--- config.mk ---
export PLATFORM = sky130hd
export DESIGN_NAME = mux64_rr_arbiter_flat
export DESIGN_NICKNAME = d
export VERILOG_FILES = /design/src/rtl/mux64_rr_arbiter_if.sv /design/src/rtl/mux64_rr_arbiter.sv /design/src/flat_wrapper.sv
export SDC_FILE = /design/constraint.sdc
export NUM_CORES = 1
export LEC_CHECK = 0
export ABC_CLOCK_PERIOD_IN_PS = 1800
export CORE_ASPECT_RATIO = 1.2
export CORE_UTILIZATION = 36
export CTS_BUF_LIST = sky130_fd_sc_hd__clkbuf_8 sky130_fd_sc_hd__clkbuf_16
export DETAILED_ROUTE_END_ITERATION = 8
export PLACE_DENSITY = 0.77
export SYNTH_ARGS = -nofsm -noshare
export SYNTH_HDL_FRONTEND = slang
export SYNTH_SLANG_ARGS = --single-unit
--- constraint.sdc ---
create_clock -name clk -period 1.8 [get_ports clk]
set_clock_uncertainty 0.1 [all_clocks]
set_input_delay 0.36 -clock clk [delete_from_list [all_inputs] [get_ports clk]]
set_output_delay 0.36 -clock clk [all_outputs]
set_load 0.01 [all_outputs]
--- src/rtl/mux64_rr_arbiter_if.sv ---
// Handshake bundle for mux64_rr_arbiter: two requesters, one output, status.
// Defining ARB_LOCK_EN adds the per-port lock inputs.
`timescale 1ns/1ps
interface mux64_rr_arbiter_if #(
  parameter int W     = 64,
  parameter int CNT_W = 16
);
  logic             req0_valid;
  logic [W-1:0]     req0_data;
  logic             req0_ready;
  logic             req1_valid;
  logic [W-1:0]     req1_data;
  logic             req1_ready;
  logic             out_valid;
  logic [W-1:0]     out_data;
  logic             out_src;
  logic             out_ready;
  logic             sel;
  logic [CNT_W-1:0] cnt0;
  logic [CNT_W-1:0] cnt1;
`ifdef ARB_LOCK_EN
  logic             req0_lock;
  logic             req1_lock;
`endif

  modport slave (
`ifdef ARB_LOCK_EN
    input  req0_lock, req1_lock,
`endif
    input  req0_valid, req0_data,
    input  req1_valid, req1_data,
    input  out_ready,
    output req0_ready, req1_ready,
    output out_valid, out_data, out_src,
    output sel, cnt0, cnt1
  );

  modport master (
`ifdef ARB_LOCK_EN
    output req0_lock, req1_lock,
`endif
    output req0_valid, req0_data,
    output req1_valid, req1_data,
    output out_ready,
    input  req0_ready, req1_ready,
    input  out_valid, out_data, out_src,
    input  sel, cnt0, cnt1
  );
endinterface

--- src/rtl/mux64_rr_arbiter.sv ---
// Two-port round-robin 64-bit arbiter with a one-entry registered output.
// Optional macro ARB_LOCK_EN: a granted beat may lock the port until released.
`timescale 1ns/1ps
module mux64_rr_arbiter #(
  parameter int W     = 64,
  parameter int CNT_W = 16
) (
  input logic               clk,
  input logic               rst,
  mux64_rr_arbiter_if.slave bus
);
  typedef enum logic {EMPTY, FULL} state_t;

  state_t           state;
  logic             last;
  logic             sel;
  logic             space;
  logic             acc0;
  logic             acc1;
  logic             acc;
  logic [W-1:0]     data_q;
  logic             src_q;
  logic [CNT_W-1:0] cnt0_q;
  logic [CNT_W-1:0] cnt1_q;
`ifdef ARB_LOCK_EN
  logic             locked;
  logic             owner;
`endif

  assign space = (state == EMPTY) | bus.out_ready;

  always_comb begin
    sel = last;
    unique case (1'b1)
      bus.req0_valid & bus.req1_valid:  sel = ~last;
      bus.req0_valid & ~bus.req1_valid: sel = 1'b0;
      ~bus.req0_valid & bus.req1_valid: sel = 1'b1;
      default:                          sel = last;
    endcase
`ifdef ARB_LOCK_EN
    if (locked) sel = owner;
`endif
  end

  assign acc0 = space & bus.req0_valid & ~sel & ~rst;
  assign acc1 = space & bus.req1_valid & sel & ~rst;
  assign acc  = acc0 | acc1;

  assign bus.req0_ready = acc0;
  assign bus.req1_ready = acc1;
  assign bus.sel        = sel;
  assign bus.out_valid  = (state == FULL);
  assign bus.out_data   = data_q;
  assign bus.out_src    = src_q;
  assign bus.cnt0       = cnt0_q;
  assign bus.cnt1       = cnt1_q;

  always_ff @(posedge clk) begin
    if (rst) begin
      state  <= EMPTY;
      data_q <= '0;
      src_q  <= 1'b0;
      cnt0_q <= '0;
      cnt1_q <= '0;
      last   <= 1'b1;
`ifdef ARB_LOCK_EN
      locked <= 1'b0;
      owner  <= 1'b0;
`endif
    end else begin
      unique case (state)
        EMPTY: if (acc) state <= FULL;
        FULL:  if (!acc && bus.out_ready) state <= EMPTY;
        default: state <= EMPTY;
      endcase
      if (acc) begin
        data_q <= sel ? bus.req1_data : bus.req0_data;
        src_q  <= sel;
        last   <= sel;
`ifdef ARB_LOCK_EN
        // An owner beat with lock low is still granted, then releases.
        locked <= sel ? bus.req1_lock : bus.req0_lock;
        owner  <= sel;
`endif
      end
      if (acc0) cnt0_q <= cnt0_q + CNT_W'(1);
      if (acc1) cnt1_q <= cnt1_q + CNT_W'(1);
    end
  end
endmodule

--- src/flat_wrapper.sv ---
// flat-port wrapper written by rule: the top's interface ports become plain ports
module mux64_rr_arbiter_flat 
#(
  parameter int W     = 64,
  parameter int CNT_W = 16
)
  (clk, rst, bus_req0_valid, bus_req0_data, bus_req1_valid, bus_req1_data, bus_out_ready, bus_req0_ready, bus_req1_ready, bus_out_valid, bus_out_data, bus_out_src, bus_sel, bus_cnt0, bus_cnt1);
  mux64_rr_arbiter_if #(.W(W), .CNT_W(CNT_W)) bus_i ();
  input logic clk;
  input logic rst;
  input wire logic [$bits(bus_i.req0_valid)-1:0] bus_req0_valid;
  input wire logic [$bits(bus_i.req0_data)-1:0] bus_req0_data;
  input wire logic [$bits(bus_i.req1_valid)-1:0] bus_req1_valid;
  input wire logic [$bits(bus_i.req1_data)-1:0] bus_req1_data;
  input wire logic [$bits(bus_i.out_ready)-1:0] bus_out_ready;
  output wire logic [$bits(bus_i.req0_ready)-1:0] bus_req0_ready;
  output wire logic [$bits(bus_i.req1_ready)-1:0] bus_req1_ready;
  output wire logic [$bits(bus_i.out_valid)-1:0] bus_out_valid;
  output wire logic [$bits(bus_i.out_data)-1:0] bus_out_data;
  output wire logic [$bits(bus_i.out_src)-1:0] bus_out_src;
  output wire logic [$bits(bus_i.sel)-1:0] bus_sel;
  output wire logic [$bits(bus_i.cnt0)-1:0] bus_cnt0;
  output wire logic [$bits(bus_i.cnt1)-1:0] bus_cnt1;
  assign bus_i.req0_valid = bus_req0_valid;
  assign bus_i.req0_data = bus_req0_data;
  assign bus_i.req1_valid = bus_req1_valid;
  assign bus_i.req1_data = bus_req1_data;
  assign bus_i.out_ready = bus_out_ready;
  assign bus_req0_ready = bus_i.req0_ready;
  assign bus_req1_ready = bus_i.req1_ready;
  assign bus_out_valid = bus_i.out_valid;
  assign bus_out_data = bus_i.out_data;
  assign bus_out_src = bus_i.out_src;
  assign bus_sel = bus_i.sel;
  assign bus_cnt0 = bus_i.cnt0;
  assign bus_cnt1 = bus_i.cnt1;
  mux64_rr_arbiter #(.W(W), .CNT_W(CNT_W)) u_core (.clk(clk), .rst(rst), .bus(bus_i));
endmodule
* Word level (Yosys, flattened, before mapping) *
Index checks and enable logic that the tools add are counted.

storage, ports and cells
  flip-flop bits (word level) = 99
  output and inout bits = 101
  logic and storage cells = 32
  bits of input ports = 133

cells by class
  $add $sub $neg = 2
  reductions and logical operators = 2
  mux-type cells = 5
  bitwise logic cells = 17

operators with widths
  kind                     number
  $mux W64                 1
  $add A16 B1 Y16 const B  2
  $and A1 B1 Y1            9
  $not A1 Y1               6
  $pmux W1 S3              1
  $mux W1                  2
  $or A1 B1 Y1             2
  $pmux W1 S2              1
  $logic_and A1 B1 Y1      1
  $logic_not A1 Y1         1

* Longest topological paths before layout *
  depth after elaboration = 11
  mapped depth = 7
  mapped depth without buffers = 5

* Worst setup path after synthesis *
No wires, ideal clock.

  kind = input -> register
  start point = input port bus_req1_valid
  end point = register u_core.cnt0_q[14], in the netlist u_core.bus.cnt0[14]
  arrival = 1.740 ns
  setup time = 0.070 ns
  stages on the path = 6
  setup slack = -0.110 ns
  buffers on the path = 2
  data required time = 1.630 ns
  path through = buf_6 -> nor2b_4 -> or4_4 -> buf_6 -> or4_1 -> a21oi_1

between the ends
  cells in the longest elaborated chain, start to end = 6
  elaborated cells on any way between the ends = 8
  those cells by class = mux: 1; bitwise: 7

ends and longest elaborated chain
  item                            line                    text
  from (decl)                     flat_wrapper.sv:13      input wire logic [$bits(bus_i.req1_valid)-1:0] bus_req1_valid;
  $not A1 Y1                      mux64_rr_arbiter.sv:36  bus.req0_valid & ~bus.req1_valid: sel = 1'b0;
  $and A1 B1 Y1                   mux64_rr_arbiter.sv:36
  $pmux W1 S3 (*)                 mux64_rr_arbiter.sv:34  unique case (1'b1)
  $not A1 Y1 (*)                  mux64_rr_arbiter.sv:45  assign acc0 = space & bus.req0_valid & ~sel & ~rst;
  $and A1 B1 Y1 (*) (2 in a row)  mux64_rr_arbiter.sv:45
  to (signal assigned)            mux64_rr_arbiter.sv:86  if (acc0) cnt0_q <= cnt0_q + CNT_W'(1);
  to (decl)                       mux64_rr_arbiter.sv:23  logic [CNT_W-1:0] cnt0_q;

Mark *: on every way between the ends. The rest lies on a longest branch, timed or not.
A chain may end at the register's enable or synchronous reset.

* Worst setup path after layout *
  start point = register u_core.last
  end point = register u_core.cnt0_q[10], in the netlist u_core.bus.cnt0[10]

between the ends
  cells in the longest elaborated chain, start to end = 5

ends and longest elaborated chain
  item                            line                    text
  from (decl)                     mux64_rr_arbiter.sv:15  logic last;
  from (signal assigned)          mux64_rr_arbiter.sv:79  last <= sel;
  $not A1 Y1                      mux64_rr_arbiter.sv:35  bus.req0_valid & bus.req1_valid: sel = ~last;
  $pmux W1 S3 (*)                 mux64_rr_arbiter.sv:34
  $not A1 Y1 (*)                  mux64_rr_arbiter.sv:45
  $and A1 B1 Y1 (*) (2 in a row)  mux64_rr_arbiter.sv:45

Marked as above.

==> flow_metrics.tcl <==
set metrics [dict create \
    status "complete, but fails checks" \
    violations "setup timing" \
    grt_usage 0.210 \
    drv_cap 0 \
    slowest_delay_ns 0.51 \
    rsz0062_at_grt "true" \
    synthCells 484 \
    grt_pass1_wl_um 22300 \
    synth.avg_cell_area_um2 9.30 \
    wirelength_um 13900 \
    path_clk_slew_ns 0.06 \
    port_buffers 233 \
    setup_viol 1 \
    cts_max_path_buffers 2 \
    power_density_nw_per_um2 720 \
    post-route-min-period_ns 1.81 \
    hold_class "input pin to flop" \
    ys_warn_count 0 \
    cp-end-kind "flop" \
    insertion_delay_ns 0.34 \
    slew_headroom 0.625 \
    ys_seq_area_frac 0.440 \
    hold_buffers 0 \
    start_kind "flop" \
    total_power_w 0.00562 \
    htreeDepth 3 \
    hold_viol 0 \
    io_pins 234 \
    antenna_found_initial 0 \
    grt_pass1_vias 4682 \
    dieHeight_um 125 \
    crit_arrival_ns 1.98 \
    required_ns 1.96 \
    grt_max_degree 53 \
    num_vias 4719 \
    cts_root_buffer "clkbuf_16" \
    layout-drive-gt1-share 0.159 \
    clock_sinks 99 \
    whs_ns 0.310 \
    crit_top_cell "or4_4" \
    crit_family "simple AND/OR/NAND/NOR gates" \
    slew_violations 0 \
    fin_nets 886 \
    p_leak_nw 3.11 \
    core_region_area_um2 12200 \
    dpl.hpwl_um 10600 \
    cts_tree "yes" \
    path_cells "nor2b_4 > buf_6 > or4_4 > or4_4 > a21oi_2" \
    die_area_um2 13000 \
    cp_num_buf_inv 1 \
    overflow 0 \
    syn2layout_area_growth_pct 73.3 \
    slowest_stage "or4_4" \
    ys_types 39 \
    cp_max_fo 5 \
    layout_setup_ws_ns -0.0137 \
    synth.cell_area_um2 4500 \
    first_pass_iters 4 \
    synth_fp_nets 619 \
    die_width_um 104 \
    post_drt_wl_per_cell_um 15.2 \
    n_antenna_cell 0 \
    worstMarginPinSlew_ns 0.562 \
    via_per_inst 5.15 \
    drtIter0Drc 150 \
    peakVddDrop_v 0.000394 \
    place.gp.congestion 0.800 \
    synth-seq-cells 99 \
    start_util 0.370 \
    crit_type "flop to flop" \
    drtAntennaViolNets 0 \
    fin_crit_sh 1.01 \
    row_count 44 \
    cts_made_buffers 9 \
    max_clock_freq_mhz 551 \
    drc 0 \
]
## worst paths after layout
path                            cells after the start  slack, ns               start                   to
worst max-delay path                                5      -0.01         u_core.last  u_core.bus.cnt0[10]
worst max register to register                      5      -0.01         u_core.last  u_core.bus.cnt0[10]
worst min register to register                      2       0.37  u_core.bus.out_src   u_core.bus.out_src
worst min-delay path                                3       0.31                 rst   u_core.bus.cnt0[0]
## Yosys cell counts
master	number	area (µm²)
nand3_1	9	45.0
nor2_1	79	297
nor4b_1	1	8.76
a31oi_1	1	6.26
o31ai_1	10	75.1
and3_1	3	18.8
or4_4	1	11.3
nor4_1	1	6.26
nor2b_4	1	13.8
dlymetal6s2s_1	1	12.5
buf_6	5	56.3
mux2i_1	66	661
or4_1	10	75.1
a211oi_1	64	480
nand2b_1	2	12.5
mux2_2	2	22.5
a21oi_1	25	125
or3_1	9	56.3
nor2b_1	3	18.8
and4_1	3	26.3
buf_2	4	20.0
ha_1	2	25.0
xnor2_1	3	26.3
xor2_1	5	43.8
nand2_1	11	41.3
or2b_1	1	7.51
dfxtp_1	99	1980
o21ai_0	8	40.0
nand4_1	10	62.6
clkbuf_1	21	78.8
buf_4	5	37.5
nand4b_1	2	17.5
and4b_1	1	10.0
or2_2	1	6.26
a31o_2	2	17.5
buf_1	3	11.3
nor3_1	2	10.0
nand4bb_1	1	11.3
inv_1	7	26.3
## cells in the final DEF, fill, tap and decap left out, types with 3 or more instances in the layout
master and instances:
or4_4 4, and3_1 3, buf_6 3, buf_12 5
nor2_1 79, buf_4 53, mux2i_1 66, a21oi_1 21
dlymetal6s2s_1 4, dfxtp_4 4, dfxtp_1 84, xnor2_1 3
a211oi_1 62, xor2_1 5, dfxtp_2 11, or4_1 8
nand4_1 10, a21oi_2 3, or3_1 8, nand3_1 8
inv_1 8, clkdlybuf4s50_1 216, o21ai_0 8, clkbuf_16 10
and4_1 3, o31ai_1 8, nand2_1 11, dlygate4sd2_1 8
## layer usage
metal	part of all wire	routed length, µm	vias up	track usage
met5	0	0	-	0
met4	0.026	359	0	0.0849
met3	0.066	918	25	0.0586
met2	0.53	7430	168	0.390
met1	0.37	5210	2216	0.222
li1	-	-	2310	-
## stage by stage
stage               TNS [ns]  instance area, µm²  worst slack [ns]  utilization  std cells
CTS                        0                7670           0.00108        0.630        914
floorplan            -0.0323                4540           -0.0323            -        484
global placement      -39.81                7360            -0.522        0.605        897
global route         -0.0854                7800           -0.0348        0.641        916
detailed placement    -40.05                7360            -0.514        0.605        897
finish               -0.0137                7800           -0.0137        0.641        916
## flip-flops by register name (all words and copies together), names as in the netlist
name                  count
u_core.bus.out_data      64
u_core.bus.cnt0          16
u_core.bus.cnt1          16
u_core.bus.out_src        1
u_core.bus.out_valid      1
u_core.last               1
## power breakdown
group / internal [W] / total (W) / switching [W] / leakage [nW]
clock: 0.00106 / 0.00188 / 0.000819 / 0.143
combinational: 0.000797 / 0.00133 / 0.000536 / 2.14
sequential: 0.00233 / 0.00241 / 0.0000820 / 0.820
## tightest hold or removal path, delay by kind of cell
kind	cells	cell delay [ns]
simple gates	1	0.04
buf+inv	2	0.30
## cell type report
type,count,area (µm²)
repair buffers,294,2870
clock buffers,9,225
well taps,161,201
fillers,984,4360
flip-flops and latches,99,2010
inverters,7,26.3
clock inverters,6,57.6
multi-input cells,340,2410
## what timing repair did
| item | in CTS | in global routing |
|---|---|---|
| gates resized for setup | 26 | 34 |
| cloned | 1 | 1 |
| pin swaps | 1 | 2 |
| buffers inserted | 1 | 1 |
| endpoints found under the setup margin | 93 | 63 |
## cells by family (layout without fill, tap and decap cells)
kind of cell	Yosys count	count (layout)	synth area share
and+or+nand+nor	151	152	0.168
DFF	99	99	0.440
xor gates and xnor gates	8	8	0.0156
buffers and inverters	46	316	0.0539
muxes	68	68	0.152
adders and majority gates	2	2	0.00556
AOI/OAI and AO/OA	110	110	0.165
Power figures use the tool's default switching activity.
